<file path="src/rtl/hamming_scrub_ctrl.sv">
// Memory scrubber: walks DEPTH Hamming(16,11) SECDED codewords, rewrites single-bit errors, logs double-bit errors.
// Latency: 2 cycles per clean or uncorrectable word, 3 per corrected word, plus one cycle per mem_ack wait cycle.
// Backpressure: mem_req/mem_we/mem_addr/mem_wdata are held until mem_ack; mem_ack is ignored while mem_req is low.
//
// Ports:
//   clk, rst_n             clock and asynchronous active-low reset
//   start, clear           begin a pass (sampled in IDLE); zero the error log and counters
//   busy, done             FSM outside IDLE; one-cycle end-of-pass pulse
//   mem_req/we/addr/wdata  single-port memory request (we=1 is a write-back)
//   mem_ack, mem_rdata     request accepted; read data valid with the ack
//   sec_cnt, ded_cnt       saturating counts of corrected / uncorrectable words
//   ded_flag, ded_addr     sticky first double-error flag and its address
//
// Build option: define HAMMING_SCRUB_DED_HALT_EN to end the pass at the first double-bit error.
//
// Codeword layout: bit i holds Hamming position i (1..15), parity bits at positions 1,2,4,8,
// data at 3,5,6,7,9..15, and bit 0 is the overall parity over bits 15:1.

module hamming_decoder (
  input  logic [15:0] cw,
  output logic [15:0] fixed,
  output logic        sed,
  output logic        ded
);

  logic [3:0] syn;
  logic       par;

  always_comb begin
    syn = '0;
    for (int i = 1; i < 16; i++) begin
      if (cw[i]) syn = syn ^ 4'(i);
    end
    par = ^cw;
    // Odd overall parity means one flipped bit (syndrome 0 points at bit 0 itself);
    // even parity with a non-zero syndrome means two flipped bits.
    sed   = par | (syn != 4'd0);
    ded   = ~par & (syn != 4'd0);
    fixed = cw;
    if (par) fixed[syn] = ~cw[syn];
  end

endmodule

module hamming_scrub_ctrl #(
  parameter int ADDR_W = 8,
  parameter int DEPTH  = 256,
  parameter int CNT_W  = 16
) (
  input  logic              clk,
  input  logic              rst_n,
  input  logic              start,
  input  logic              clear,
  output logic              busy,
  output logic              done,
  output logic              mem_req,
  output logic              mem_we,
  output logic [ADDR_W-1:0] mem_addr,
  output logic [15:0]       mem_wdata,
  input  logic              mem_ack,
  input  logic [15:0]       mem_rdata,
  output logic [CNT_W-1:0]  sec_cnt,
  output logic [CNT_W-1:0]  ded_cnt,
  output logic              ded_flag,
  output logic [ADDR_W-1:0] ded_addr
);

  typedef enum logic [2:0] {
    S_IDLE,
    S_READ,
    S_CHECK,
    S_WRITE,
    S_DONE
  } state_t;

  localparam logic [ADDR_W-1:0] LAST_ADDR = ADDR_W'(DEPTH - 1);

`ifdef HAMMING_SCRUB_DED_HALT_EN
  localparam logic HALT_ON_DED = 1'b1;
`else
  localparam logic HALT_ON_DED = 1'b0;
`endif

  state_t      state;
  logic [15:0] cw_q;
  logic [15:0] dec_fixed;
  logic        dec_sed;
  logic        dec_ded;
  logic        sec_hit;
  logic        ded_hit;
  logic        at_last;

  // mem_addr doubles as the scan address register.
  hamming_decoder u_dec (
    .cw    (cw_q),
    .fixed (dec_fixed),
    .sed   (dec_sed),
    .ded   (dec_ded)
  );

  assign sec_hit = (state == S_CHECK) & dec_sed & ~dec_ded;
  assign ded_hit = (state == S_CHECK) & dec_ded;
  assign at_last = (mem_addr == LAST_ADDR);

  always_ff @(posedge clk or negedge rst_n) begin
    if (!rst_n) begin
      state     <= S_IDLE;
      cw_q      <= '0;
      mem_addr  <= '0;
      mem_wdata <= '0;
      mem_req   <= 1'b0;
      mem_we    <= 1'b0;
      busy      <= 1'b0;
      done      <= 1'b0;
    end else begin
      done <= 1'b0;
      case (state)
        S_IDLE: begin
          if (start) begin
            state    <= S_READ;
            mem_addr <= '0;
            mem_req  <= 1'b1;
            mem_we   <= 1'b0;
            busy     <= 1'b1;
          end
        end
        S_READ: begin
          if (mem_ack) begin
            cw_q    <= mem_rdata;
            mem_req <= 1'b0;
            state   <= S_CHECK;
          end
        end
        S_CHECK: begin
          if (sec_hit) begin
            mem_wdata <= dec_fixed;
            mem_req   <= 1'b1;
            mem_we    <= 1'b1;
            state     <= S_WRITE;
          end else if ((ded_hit && HALT_ON_DED) || at_last) begin
            state <= S_DONE;
            done  <= 1'b1;
          end else begin
            mem_addr <= mem_addr + ADDR_W'(1);
            mem_req  <= 1'b1;
            mem_we   <= 1'b0;
            state    <= S_READ;
          end
        end
        S_WRITE: begin
          if (mem_ack) begin
            mem_we <= 1'b0;
            if (at_last) begin
              mem_req <= 1'b0;
              state   <= S_DONE;
              done    <= 1'b1;
            end else begin
              // Next read follows the write-back with mem_req held high.
              mem_addr <= mem_addr + ADDR_W'(1);
              state    <= S_READ;
            end
          end
        end
        S_DONE: begin
          mem_addr <= '0;
          busy     <= 1'b0;
          state    <= S_IDLE;
        end
        default: begin
          state   <= S_IDLE;
          mem_req <= 1'b0;
          mem_we  <= 1'b0;
          busy    <= 1'b0;
        end
      endcase
    end
  end

  // Error log; clear has priority over a same-cycle increment.
  always_ff @(posedge clk or negedge rst_n) begin
    if (!rst_n) begin
      sec_cnt  <= '0;
      ded_cnt  <= '0;
      ded_flag <= 1'b0;
      ded_addr <= '0;
    end else if (clear) begin
      sec_cnt  <= '0;
      ded_cnt  <= '0;
      ded_flag <= 1'b0;
      ded_addr <= '0;
    end else begin
      if (sec_hit && (sec_cnt != '1)) sec_cnt <= sec_cnt + CNT_W'(1);
      if (ded_hit) begin
        if (ded_cnt != '1) ded_cnt <= ded_cnt + CNT_W'(1);
        if (!ded_flag) begin
          ded_flag <= 1'b1;
          ded_addr <= mem_addr;
        end
      end
    end
  end

endmodule

</file>
<file path="config.mk">
export PLATFORM = sky130hd
export DESIGN_NAME = hamming_scrub_ctrl
export DESIGN_NICKNAME = d
export VERILOG_FILES = /design/src/rtl/hamming_scrub_ctrl.sv
export SDC_FILE = /design/constraint.sdc
export NUM_CORES = 1
export LEC_CHECK = 0
export ABC_AREA = 1
export CAP_MARGIN = 5
export CORE_UTILIZATION = 54
export DETAILED_ROUTE_END_ITERATION = 7
export GPL_TIMING_DRIVEN = 0
export HOLD_SLACK_MARGIN = 0.08
export PLACE_DENSITY = 0.88
export SYNTH_ARGS = -nofsm -noshare
export SYNTH_HDL_FRONTEND = slang
export SYNTH_SLANG_ARGS = --single-unit
export TNS_END_PERCENT = 5
</file>
<file path="constraint.sdc">
create_clock -name clk -period 2.7 [get_ports clk]
set_input_delay 0.675 -clock clk [delete_from_list [all_inputs] [get_ports clk]]
set_output_delay 0.675 -clock clk [all_outputs]
set_load 0.05 [all_outputs]
</file>
==> metrics.txt <==
sequential cell area=2200 µm²; share of cells above drive strength 1=under 10%; arrival time worst endpoint=2.79 ns; diode count=0; Worst path slowest cell=dfrtp_1; R2R Path End=mem_wdata[7]; initial antenna violation count=0; top post-synthesis cells by area=dfrtp_1, nand2_1, inv_1; I/O pin cnt=90; Main synth FF type=dfrtp_1; Finished Core Util=70.6%; outcome=finished clean; max cap viols=0; post-synth top area share=42.3%; critical path endpoint category=register; Max Fclk=about 0.39 GHz; clock latency on the worst-skew pair=0.37 ns; post-route clock period utilization=~94%; Syn Inst Count=684; CP required=about 3.0 ns; effective utilization at floorplan=about 56%; Avg Cell Area, Syn=roughly 7.6 µm²; post-synth net total=708; synth warn=0; R2R setup slack=~0.16 ns; post-route ant nets=0; router iterations before antenna repair=8; GPL Wtd Cong=0.981; grt ovf=0; Clk pin slew, worst setup/hold paths=around 0.09 ns; Hold-fix buffers, CTS=0; worst-path maximum fanout=10; PortBufs=around 90; die area=10000 µm²; DR DRC count=0; Post-synth ARST share=100%; startpoint types=register; nets=~810; via/cell ratio=5.48; first-pass GRT wire length=22600 µm; vias in the first global route=a little under 5000; pre-CTS setup slack=between 0.008 and 0.009 ns; Routed WL=13700 µm; Unique masters post-synth=between 40 and 50; Setup Skew=about 0.013 ns; Initial DRC Count=261; number of flops mapped to enable cells by yosys=0; CTS tree=done; clock sinks=88; TritonCTS Buffers=9; DIE HEIGHT=~100 µm; H-Tree Depth=3; Min Clock Period, post-route=around 2.5 ns; worst-margin pin slew=~0.56 ns; HPWL Detailed=10100 µm; leading area contributor after synthesis=dfrtp_1; largest net degree at the start of global routing=51; worst r2r src=cw_q[3]; #FFs+latches synth=88; FF-to-FF path depth=17; GRT Total Usage=~28%; post-synth design cell area=about 5200 µm²; sequential-to-total area share from yosys stat=42.3%; CP max stage delay=0.47 ns; hold crit path type=in2async; Area Growth Syn to Fin=25.9%; Max transition margin=62.5%; Cell Rows=35; DR WL/cell=roughly 15 µm; Vias=about 5100; Max clock buf depth=2; core area=~9300 µm²; Hold Vio Cnt, Final=0; Die Width=about 100 µm; Max Slew Vio Count=0; Multi-input gate area=2640 µm²; cell mode on critical path=nand2_1; Crit Path Category=reg2reg; Final setup viols=0; final worst slack=between 0.15 and 0.2 ns; root buffer cell=clkbuf_8; crit-path cells=xnor2_1 > inv_1 > nand2_1 > nand2_1 > inv_2 > nand2_1 > nand3_1 > nand2_2 > nand3_1 > nand2_1 > nor2_1 > nor2_1 > nor2_4 > buf_4 > nand3_1 > nand2_1 > nand2_1; filler cell count=between 700 and 800
## Yosys cell counts (2+ instances only)
cell type / n
inv_1: 84
nor2_4: 3
xnor2_1: 9
nor4_1: 3
o21ai_0: 20
buf_2: 2
nand4_1: 12
o31ai_1: 18
inv_2: 2
nand2_1: 176
nand2_4: 4
ha_1: 3
xor2_1: 15
nand3_1: 59
nor3b_1: 2
nor3_1: 15
o21ai_1: 2
nand2_2: 5
dfrtp_1: 88
xnor2_2: 5
nor2_2: 3
a21oi_1: 33
o22ai_1: 8
nor2_1: 76
o21a_1: 11
buf_4: 2
clkbuf_1: 8
xor2_2: 3
## metal layers
metal / part of all wire, % / GRT usage [%]
met5: 0 / 0
met4: 2.6 / 11.8
met3: 6.7 / 4.53
met2: 49 / 48.5
met1: 42 / 36.0
## registers in the layout, summed over array words and instances, names as in the netlist, 3 cells and up
register	flops
ded_addr	8
cw_q	16
mem_addr	8
mem_wdata	16
ded_cnt	16
state	3
sec_cnt	16
## kinds of logic (layout without fill, tap and decap cells)
family	after synthesis	count (layout)	share of synthesized area, %
fa+ha+maj	3	3	0.721
xor+xnor	33	33	7.06
compound gates	96	96	11.2
simple gates	361	361	30.7
mux	1	1	0.216
buf+inv	102	210	7.83
flops	88	88	42.3
## how the worst max path moves through the flow
stage / from / endpoint / slack, ns / cells after the start
after floorplan: ded_cnt[0] / ded_cnt[14] / 0.20 / 12
after global placement: rst_n / ded_cnt[8] / -2.16 / 1
after detailed placement: cw_q[3] / ded_cnt[4] / 0.009 / 18
after CTS: cw_q[3] / mem_wdata[7] / 0.08 / 18
after global routing: cw_q[3] / ded_cnt[3] / -0.03 / 17
final: cw_q[3] / mem_wdata[7] / 0.16 / 17
## worst max-delay path, delay by kind of cell, from the launching register on
kind                      cells  cell delay (ns)
and+or+nand+nor              13             1.27
xor gates and xnor gates      1             0.33
buffers and inverters         3             0.34
DFF                           1             0.47
## layout by cell type, fill, tap and decap left out, types with 3 or more instances in the layout
cell and count:
nand2_1 173, clkdlybuf4s50_1 88, dfrtp_1 87, inv_1 83
nor2_1 75, nand3_1 59, a21oi_1 33, o21ai_0 20
o31ai_1 18, xor2_1 15, nor3_1 14, nand4_1 12
o21a_1 11, xnor2_1 9, clkbuf_8 9, clkbuf_1 8
o22ai_1 8, nand2_2 7, xnor2_2 5, nand2_4 5
nor2_4 5, buf_4 5, nor4_1 3, xor2_2 3
inv_2 3, ha_1 3
## layout make-up
type	count	share of cell area, %
Inverter	89	5.21
Buffer	13	1.01
Clock inverter	7	1.43
Tap cell	129	2.46
Clock buffer	9	1.89
Sequential cell	88	33.6
Multi-Input combinational cell	494	40.2
Timing Repair Buffer	92	14.2
## through the flow
step	hold slack (ns)	instances	cell area (µm²)	setup TNS [ns]
global placement	0.466	902	6260	-189.67
CTS	0.289	921	6520	0
detailed placement	0.469	903	6290	0
finish	0.276	921	6560	0
floorplan	0.379	684	5210	0
global route	0.321	921	6560	-0.164
## repair_timing
item	in CTS	in global routing
resized for setup	0	11
setup buffers	2	0
endpoints found under the setup margin	4	40
pin swaps	1	1
cloned	0	0
Power is not shown: default switching activity piles up to over one toggle a cycle in this logic, so the estimate is an artifact.
